--- config.mk ---
export PLATFORM = sky130hd
export DESIGN_NAME = video_pattern_gen
export DESIGN_NICKNAME = d
export VERILOG_FILES = /design/src/rtl/video_pattern_gen.sv
export SDC_FILE = /design/constraint.sdc
export NUM_CORES = 1
export LEC_CHECK = 0
export ABC_AREA = 0
export CORE_UTILIZATION = 50
export DETAILED_ROUTE_END_ITERATION = 6
export PLACE_DENSITY = 0.83
export SETUP_SLACK_MARGIN = 0.1
export SYNTH_ARGS = -nofsm -noshare
export SYNTH_HDL_FRONTEND = slang
export SYNTH_SLANG_ARGS = --single-unit
--- constraint.sdc ---
create_clock -name opclk -period 3.47 [get_ports opclk]
set_clock_uncertainty 0.05 [all_clocks]
set_input_delay 0.694 -clock opclk [delete_from_list [all_inputs] [get_ports opclk]]
set_output_delay 0.694 -clock opclk [all_outputs]
set_load 0.01 [all_outputs]
--- src/rtl/video_pattern_gen.sv ---
// Video timing and test-pattern generator.
// Raster counters are driven by a small RUN/STOP/IDLE controller. A stop request
// never truncates a frame. Every video output is registered and lags the counters
// by one clock.
module video_pattern_gen #(
    parameter int DSIZE    = 8,
    parameter int NUM_D    = 3,
    parameter int H_SYNC   = 44,
    parameter int H_BP     = 148,
    parameter int H_ACTIVE = 1920,
    parameter int H_FP     = 88,
    parameter int V_SYNC   = 5,
    parameter int V_BP     = 36,
    parameter int V_ACTIVE = 1080,
    parameter int V_FP     = 4
) (
    input  logic                   opclk,
    input  logic                   rst,
    input  logic                   enable,
    input  logic [1:0]             pattern_sel,
    output logic                   out_vsync,
    output logic                   out_hsync,
    output logic                   out_de,
    output logic [NUM_D*DSIZE-1:0] out_data,
    output logic [15:0]            frame_cnt
);

    localparam int H_TOTAL  = H_SYNC + H_BP + H_ACTIVE + H_FP;
    localparam int V_TOTAL  = V_SYNC + V_BP + V_ACTIVE + V_FP;
    localparam int HW       = $clog2(H_TOTAL + 1);
    localparam int VW       = $clog2(V_TOTAL + 1);
    localparam int H_BEG_I  = H_SYNC + H_BP;
    localparam int V_BEG_I  = V_SYNC + V_BP;
    localparam int BAR_W    = H_ACTIVE / 8;
    localparam int SW       = $clog2(BAR_W + 1);
    localparam int PW       = NUM_D * DSIZE;

    localparam logic [HW-1:0] H_LAST   = HW'(H_TOTAL - 1);
    localparam logic [HW-1:0] H_SY_END = HW'(H_SYNC);
    localparam logic [HW-1:0] H_DE_BEG = HW'(H_BEG_I);
    localparam logic [HW-1:0] H_DE_END = HW'(H_BEG_I + H_ACTIVE);
    localparam logic [VW-1:0] V_LAST   = VW'(V_TOTAL - 1);
    localparam logic [VW-1:0] V_SY_END = VW'(V_SYNC);
    localparam logic [VW-1:0] V_DE_BEG = VW'(V_BEG_I);
    localparam logic [VW-1:0] V_DE_END = VW'(V_BEG_I + V_ACTIVE);
    localparam logic [SW-1:0] SUB_LAST = SW'(BAR_W - 1);
    localparam logic [DSIZE-1:0] ONES  = {DSIZE{1'b1}};
    localparam logic [DSIZE-1:0] ZERO  = {DSIZE{1'b0}};

    typedef enum logic [1:0] {IDLE = 2'd0, RUN = 2'd1, STOP = 2'd2} state_t;

    state_t          state_r, state_nxt;
    logic [HW-1:0]   hcnt_r, hcnt_nxt;
    logic [VW-1:0]   vcnt_r, vcnt_nxt;
    logic [1:0]      pat_r;
    logic [2:0]      bar_r, inv_s;
    logic [SW-1:0]   sub_r;
    logic            eof_s, load_s;
    logic            hs_s, vs_s, de_s, chk_s;
    logic [DSIZE-1:0] ramp_s, shift_s;
    logic [PW-1:0]   pix_s;

    assign eof_s  = (state_r != IDLE) && (hcnt_r == H_LAST) && (vcnt_r == V_LAST);
    // Pattern is captured only when a frame is about to start.
    assign load_s = ((state_r == IDLE) && enable) || ((state_r == RUN) && eof_s);

    // Controller state register.
    always_ff @(posedge opclk or posedge rst) begin
        if (rst) state_r <= IDLE;
        else     state_r <= state_nxt;
    end

    // Controller next state: a stop request only takes effect at end of frame.
    always_comb begin
        state_nxt = state_r;
        case (state_r)
            IDLE: begin
                if (enable) state_nxt = RUN;
                else        state_nxt = IDLE;
            end
            RUN: begin
                if (eof_s)        state_nxt = enable ? RUN : IDLE;
                else if (!enable) state_nxt = STOP;
                else              state_nxt = RUN;
            end
            STOP: begin
                if (eof_s) state_nxt = IDLE;
                else       state_nxt = STOP;
            end
            default: state_nxt = IDLE;
        endcase
    end

    // Raster counter next values; counters sit at the origin while idle.
    always_comb begin
        hcnt_nxt = hcnt_r;
        vcnt_nxt = vcnt_r;
        if (state_r == IDLE) begin
            hcnt_nxt = {HW{1'b0}};
            vcnt_nxt = {VW{1'b0}};
        end else if (hcnt_r == H_LAST) begin
            hcnt_nxt = {HW{1'b0}};
            if (vcnt_r == V_LAST) vcnt_nxt = {VW{1'b0}};
            else                  vcnt_nxt = vcnt_r + VW'(1);
        end else begin
            hcnt_nxt = hcnt_r + HW'(1);
        end
    end

    // Raster counters, latched pattern and frame counter.
    always_ff @(posedge opclk or posedge rst) begin
        if (rst) begin
            hcnt_r    <= {HW{1'b0}};
            vcnt_r    <= {VW{1'b0}};
            pat_r     <= 2'd0;
            frame_cnt <= 16'd0;
        end else begin
            hcnt_r <= hcnt_nxt;
            vcnt_r <= vcnt_nxt;
            if (load_s) pat_r <= pattern_sel;
            else        pat_r <= pat_r;
            if (eof_s) frame_cnt <= frame_cnt + 16'd1;
            else       frame_cnt <= frame_cnt;
        end
    end

    // Colour-bar index tracks the current hcnt: cleared just before x=0, then
    // stepped every BAR_W pixels so no divider is needed.
    always_ff @(posedge opclk or posedge rst) begin
        if (rst) begin
            bar_r <= 3'd0;
            sub_r <= {SW{1'b0}};
        end else if ((state_r == IDLE) || (hcnt_nxt == H_DE_BEG)) begin
            bar_r <= 3'd0;
            sub_r <= {SW{1'b0}};
        end else if (sub_r == SUB_LAST) begin
            bar_r <= bar_r + 3'd1;
            sub_r <= {SW{1'b0}};
        end else begin
            bar_r <= bar_r;
            sub_r <= sub_r + SW'(1);
        end
    end

    assign ramp_s  = DSIZE'(32'(hcnt_r) - H_BEG_I);
    assign shift_s = DSIZE'(32'(hcnt_r) - H_BEG_I + 32'(frame_cnt));
    assign chk_s   = 1'((32'(hcnt_r) - H_BEG_I) >> 4) ^ 1'((32'(vcnt_r) - V_BEG_I) >> 4);

    // Sync/enable decode and pixel pattern for the current counter values.
    always_comb begin
        hs_s  = (hcnt_r < H_SY_END);
        vs_s  = (vcnt_r < V_SY_END);
        de_s  = (hcnt_r >= H_DE_BEG) && (hcnt_r < H_DE_END) &&
                (vcnt_r >= V_DE_BEG) && (vcnt_r < V_DE_END);
        inv_s = 3'd7 - bar_r;
        pix_s = {PW{1'b0}};
        case (pat_r)
            2'd0: begin
                for (int k = 0; k < NUM_D; k++) begin
                    pix_s[k*DSIZE +: DSIZE] = inv_s[k % 3] ? ONES : ZERO;
                end
            end
            2'd1:    pix_s = {NUM_D{ramp_s}};
            2'd2:    pix_s = {NUM_D{shift_s}};
            2'd3:    pix_s = {NUM_D{(chk_s ? ONES : ZERO)}};
            default: pix_s = {PW{1'b0}};
        endcase
    end

    // Registered video outputs, blanked while idle and outside the active area.
    always_ff @(posedge opclk or posedge rst) begin
        if (rst) begin
            out_vsync <= 1'b0;
            out_hsync <= 1'b0;
            out_de    <= 1'b0;
            out_data  <= {PW{1'b0}};
        end else if (state_r == IDLE) begin
            out_vsync <= 1'b0;
            out_hsync <= 1'b0;
            out_de    <= 1'b0;
            out_data  <= {PW{1'b0}};
        end else begin
            out_vsync <= vs_s;
            out_hsync <= hs_s;
            out_de    <= de_s;
            out_data  <= de_s ? pix_s : {PW{1'b0}};
        end
    end

endmodule

==> results of run 1 <==
## power groups by stage
stage	sequential (W)	combinational, W	clock, W
after detailed placement	0.00113	0.000505	0
after floorplan	0.00108	0.000410	0
after CTS	0.00111	0.000511	0.000811
final	0.00112	0.000514	0.000807
after global routing	0.00113	0.000575	0.000853
after global placement	0.00112	0.000494	0
## flip-flops by register name, summed over array words and instances (netlist names)
signal and count:
out_data 24, vcnt_r 11, bar_r 3, sub_r 8, state_r 2, out_de 1
out_vsync 1, pat_r 2, frame_cnt 16, hcnt_r 12, out_hsync 1
## metal layers
layer	global-route usage (%)	wire length [um]
met1	30.7	4140
met2	36.1	4460
met3	3.41	441
met4	8.08	182
met5	0	0
## how the worst max path moves through the flow
stage          slack, ps       from            end
2_1_floorplan        650        rst       bar_r[0]
3_3_place_gp         920  hcnt_r[1]  frame_cnt[11]
3_5_place_dp         780  hcnt_r[1]   frame_cnt[9]
4_1_cts              770  hcnt_r[1]   frame_cnt[9]
5_1_grt              500  hcnt_r[1]     vcnt_r[10]
6_report             740  hcnt_r[1]   frame_cnt[9]
## cell usage in the layout, fill, tap and decap left out, drive strengths merged, types with 2 or more instances in the layout
master and instances:
or3 6, a31oi 3, nand2 23, nand4bb 2, bufinv 3, and3 10
inv 13, or2 2, nor4 11, ha 20, a21o 6, xor2 14
o21ai 34, dfrtp 81, clkbuf 9, nand4 8, xnor2 26, and2 4
buf 5, o2bb2ai 4, mux2i 3, nand4b 3, nor2 54, o21a 2
nand3 24, mux2 3, nand2b 3, a21oi 8, nor2b 2, o21bai 2
clkdlybuf4s50 47, o31ai 3, a211oi 5, clkinv 2, nor3 19
## kinds of logic after synthesis
family                     after synthesis
AOI/OAI and AO/OA                       70
xor gates and xnor gates                40
adders and majority gates               21
buffers and inverters                   27
DFF                                     81
muxes                                    6
and+or+nand+nor                        173
## worst register-to-register path, stage by stage (launching register included)
cell	delay [ps]
dfrtp_1	520
ha_1	410
nand4bb_2	240
or2_2	410
nor4_4	280
and4_1	410
nand3_1	150
xnor2_1	150
## metrics by stage
stage / total power (W) / cells / hold slack [ps] / util (%)
after CTS: 0.00244 / 576 / 434 / 61.2
after global placement: 0.00162 / 561 / 409 / 58.3
after global routing: 0.00256 / 576 / 447 / 61.2
final: 0.00244 / 576 / 437 / 61.2
after detailed placement: 0.00164 / 561 / 421 / 58.3
after floorplan: 0.00149 / 418 / 394 / -
## cell type report
class                           instances  area (um^2)
Fill cell                             666         3180
Multi-Input combinational cell        310         2040
Sequential cell                        81         2030
Timing Repair Buffer                   52          520
Tap cell                              105          131
Clock buffer                            9          124
Clock inverter                          6          108
Inverter                               13         48.8
==> flow_summary.yaml, run 1 <==
worst_hold_path:
  worstHoldPathCells: 1
  worstHoldStart: "sub_r[0]"
  hold_class: "flop to flop"
  min_to: "sub_r[0]"
worst_setup_path:
  critPathTopFamily: "simple AND/OR/NAND/NOR gates"
  reg2reg_from: "hcnt_r[1]"
  cp-start-kind: "flop"
  path_cells: "ha_1, nand4bb_2, or2_2, nor4_4, and4_1, nand3_1, xnor2_1"
  worst-endpoint-required_ps: 3660
  worstSetupEndpointType: "flop"
  critPathKind: "flop to flop"
  timing.rr.end: "frame_cnt[9]"
  reg2reg_slack_ps: 740
  worstPathMaxFanout: 8
  path_buf_inv: 0
  cp_num_cells: 7
  r2r_cells: 7
  critPathSlowestCell: "dfrtp_1"
  slowest_delay_ps: 520
  crit_arrival_ps: 2920
placed_design:
  placed_cell_area_um2: 4770
  numPortBuffers: 47
  globalplace.congestion: 0.874
  place_ws_ps: 785
  hpwl_um: 6440
clock_network:
  cts_hold_buffers: 0
  h-tree-depth: 3
  cts_buffers: 9
  cts_root_buf: "clkbuf_8"
  tritoncts: "yes"
  cts.path.max_buffers: 2
  clk_pin_slew_worst_paths_ps: 80
  cts_resized: 0
  post-cts-setup-buffers: 0
  clock_sinks: 81
  clock_latency_ps: 350
power_and_ir_drop:
  p_clk_share_pct: 33.1
  p_int_w: 0.00168
  ir_drop_mv: 0.300
  p_comb_share_pct: 21.1
  netSwitchingFraction_pct: 31.0
  leakagePower_nw: 2.25
  p_seq_share_pct: 45.8
  powerDensity_nw_per_um2: 487
  power_switching_w: 0.000757
detailed_routing:
  num_vias: 3302
  dr.first_iter.drc_count: 211
  wire_per_inst_um: 16.0
  ant_nets: 0
  vias_per_cell: 5.73
  drt_first_pass_iters: 5
  drc: 0
  drt_wl_total_um: 9220
floorplanning:
  die_y_um: 93.6
  rows: 33
  start_util_pct: 51.4
  dieWidth_um: 93.6
  io-pin-count: 48
  die-area_um2: 8770
  placeableCoreArea_um2: 8180
logic_synthesis:
  synthArstFlopShare_pct: 100
  yosysTopAreaCell: "dfrtp_1"
  synth_mux_area_share_pct: 1.52
  synth_edf_count: 0
  synth-compound-area-share_pct: 10.4
  synthSimpleGateAreaFrac_pct: 21.9
  ys_seq_area_share_pct: 48.3
  synthFlopType: "dfrtp_1"
  synth_cell_type_count: 45
  synthTopCellsByArea: "dfrtp_1 (48%), ha_1 (6.0%), xnor2_1 (5.4%), nor2_1 (4.8%), o21ai_0 (4.1%)"
  syn-num-nets: 444
  ys_top_cells_by_count: "dfrtp_1 (81), nor2_1 (54), o21ai_0 (34), xnor2_1 (26), nand3_1 (24)"
  avgSynthCellArea_um2: 10.0
  synth.cell_area_um2: 4200
  yosys.area_share.adder_pct: 6.44
  synthXorXnorAreaFrac_pct: 8.34
  synthCells: 418
  yosys_warnings: 0
  synth_top_family_by_area: "simple AND/OR/NAND/NOR gates"
  synth_most_common_cell: "dfrtp_1"
  synth.top_cell.area_share_pct: 48.3
  ys_ff_latch: 81
sta:
  setup_viol: 0
  timing.setup.tns_ps: 0
  hold_viol_final: 0
  fin_crit_ps: 2730
  worst_pin_slew_ps: 1070
  fmax_ghz: 0.366
  rsz0062_at_grt: "false"
  drv_slew: 0
  max_slew_margin_pct: 28.2
  period_share_pct: 78.7
  setup_ws_ps: 739
global_route:
  grt_pass1_wl_um: 15300
  grt_pass1_vias: 3168
  grt_start_max_net_pins: 47
  grt_usage_pct: 22.4
  antenna_found_initial: 0
  overflow: 0
layout:
  drive_gt1_share_pct: 7.01
  diodes: 0
  fin_area_um2: 5000
  syn_to_final_growth_pct: 19.1
  layout.nets: 493
status:
  status: "finished, final reports clean"
flow_run:
  cap_viol_max_count: 0
Note: power is estimated with default switching activity, not from simulation.
==> run 2, diff against run 1 <==
Settings changed: PLACE_DENSITY 0.83 to 0.86.
Clock period 3.47 ns to 2.3 ns, I/O delays scaled along.
==> run 2 against run 1 <==
  * Total power rose by 53%
  * Critical path type unchanged
  * Worst setup slack got worse by 720 ps
  * Highest routed layer unchanged
  * Die area unchanged
  * Non-clock buffer count up 45
  * Worst hold slack got worse by 8.8 ps
==> flow_summary.yaml, run 2 (same netlist as run 1, synthesis figures left out) <==
sta:
  drv_slew: 0
  max_slew_margin_pct: 68.6
  timing.setup.tns_ps: 0
  setup_viol: 0
  worst_pin_slew_ps: 470
  setup_ws_ps: 21.8
  hold_viol_final: 0
  fin_crit_ps: 2280
  rsz0062_at_grt: "true"
  fmax_ghz: 0.439
  period_share_pct: 99.1
detailed_routing:
  dr.first_iter.drc_count: 278
  ant_nets: 0
  drt_wl_total_um: 10700
  wire_per_inst_um: 17.2
  num_vias: 3650
  drt_first_pass_iters: 5
  vias_per_cell: 5.87
  drc: 0
power_and_ir_drop:
  netSwitchingFraction_pct: 33.8
  p_clk_share_pct: 27.5
  p_seq_share_pct: 45.0
  p_comb_share_pct: 27.4
  p_int_w: 0.00247
  leakagePower_nw: 2.48
  ir_drop_mv: 0.340
  powerDensity_nw_per_um2: 682
  power_switching_w: 0.00126
worst_setup_path:
  timing.rr.end: "frame_cnt[13]"
  reg2reg_slack_ps: 20
  reg2reg_from: "vcnt_r[8]"
  worst-endpoint-required_ps: 2500
  worstPathMaxFanout: 7
  worstSetupEndpointType: "flop"
  crit_end: "frame_cnt[13]"
  crit_start: "vcnt_r[8]"
  critPathKind: "flop to flop"
  r2r_cells: 6
  cp-start-kind: "flop"
  crit_arrival_ps: 2480
floorplanning:
  start_util_pct: 51.4
  placeableCoreArea_um2: 8180
  die-area_um2: 8770
  die_y_um: 93.6
  io-pin-count: 48
  rows: 33
  dieWidth_um: 93.6
layout:
  layout.nets: 538
  multi_input_area_um2: 2200
  top_regs: "out_data x24, frame_cnt x16, hcnt_r x12"
  syn_to_final_growth_pct: 30.4
  fillers: 566
  largest-register: "out_data"
  final_cell_mix: "dfrtp_1 (77), nor2_1 (51), clkdlybuf4s50_1 (47), buf_4 (47), o21ai_0 (32)"
  diodes: 0
  largest_reg_flops: 24
  drive_gt1_share_pct: 21.5
  final_common_cell: "dfrtp_1"
  register_area_um2: 2030
clock_network:
  cts_hold_buffers: 0
  cts_buffers: 9
  clock_latency_ps: 360
  cts_root_buf: "clkbuf_8"
  h-tree-depth: 3
  cts.path.max_buffers: 2
  clk_pin_slew_worst_paths_ps: 90
  clock_sinks: 81
  tritoncts: "yes"
global_route:
  overflow: 0
  grt_usage_pct: 23.8
  grt_pass1_wl_um: 15900
  grt_start_max_net_pins: 30
  antenna_found_initial: 0
  grt_pass1_vias: 3311
placed_design:
  globalplace.congestion: 0.893
  place_ws_ps: 44.5
  numPortBuffers: 47
  hpwl_um: 6950
flow_run:
  cap_viol_max_count: 0
worst_hold_path:
  hold_class: "primary input to async pin"
status:
  status: "finished, final reports clean"
## run 2: cell types whose count changed in the layout (fill, tap and decap cells not counted), moves of 3 or more
cell / previous run / this run
buf_4: 4 / 47
nand3_2: 0 / 4
nor2_1: 54 / 51
dfrtp_1: 81 / 77
dfrtp_2: 0 / 4
nor2_2: 0 / 3
nand3_1: 24 / 19
ha_1: 20 / 17
## run 2: area by class of cell
| class | count | area share, % |
|---|---|---|
| multi-input combinational | 310 | 40.1 |
| clock buffer | 9 | 2.26 |
| sequential | 81 | 37.1 |
| clock inverter | 7 | 1.28 |
| inverter | 13 | 0.960 |
| timing repair buffer | 97 | 15.9 |
| tap | 105 | 2.40 |
## run 2: how the worst min path moves through the flow
stage	startpoint	endpoint	slack, ps	cells past startpoint
6_report	rst	out_data[18]	430	2
4_1_cts	frame_cnt[15]	frame_cnt[15]	430	1
2_1_floorplan	sub_r[0]	sub_r[0]	390	1
3_3_place_gp	sub_r[0]	sub_r[0]	400	1
3_5_place_dp	frame_cnt[15]	frame_cnt[15]	420	1
5_1_grt	rst	out_data[10]	460	2
## run 2: power by group through the flow
stage               registers [W]  clock network (W)  logic [W]
floorplan                 0.00163                  0   0.000625
global placement          0.00170                  0   0.000819
finish                    0.00168            0.00103    0.00102
detailed placement        0.00171                  0   0.000838
CTS                       0.00168            0.00103   0.000847
global route              0.00170            0.00111    0.00111
## run 2: per-stage QoR
step / util, % / hold slack [ps] / instance area [um^2] / total power, W / instances
4_1_cts: 64.1 / 432 / 5240 / 0.00356 / 607
2_1_floorplan: - / 394 / 4220 / 0.00226 / 418
6_report: 67.0 / 429 / 5480 / 0.00373 / 622
5_1_grt: 67.0 / 459 / 5480 / 0.00392 / 622
3_3_place_gp: 61.5 / 402 / 5030 / 0.00252 / 591
3_5_place_dp: 61.5 / 420 / 5030 / 0.00254 / 591
## run 2: timing repair
item                       CTS  global route
pin swaps                    0            23
setup endpoints to repair   20            40
gates resized for setup      6            32
buffers inserted             0            14
gates cloned                 0             1
## run 2: metal layers
metal  vias up  wire length, um  global-route usage, %
met1      1754             4210                   29.8
met3        45              701                   4.55
li1       1656                -                      -
met4         0              430                   10.1
met2       195             5360                   40.1
met5         -                0                      0
## run 2: worst max-delay path, stage by stage (launching register included)
cell     delay, ps
dfrtp_1        400
or3_4          410
or3_4          400
nor4_4         300
and4_4         370
nand3_2        100
xnor2_2        140
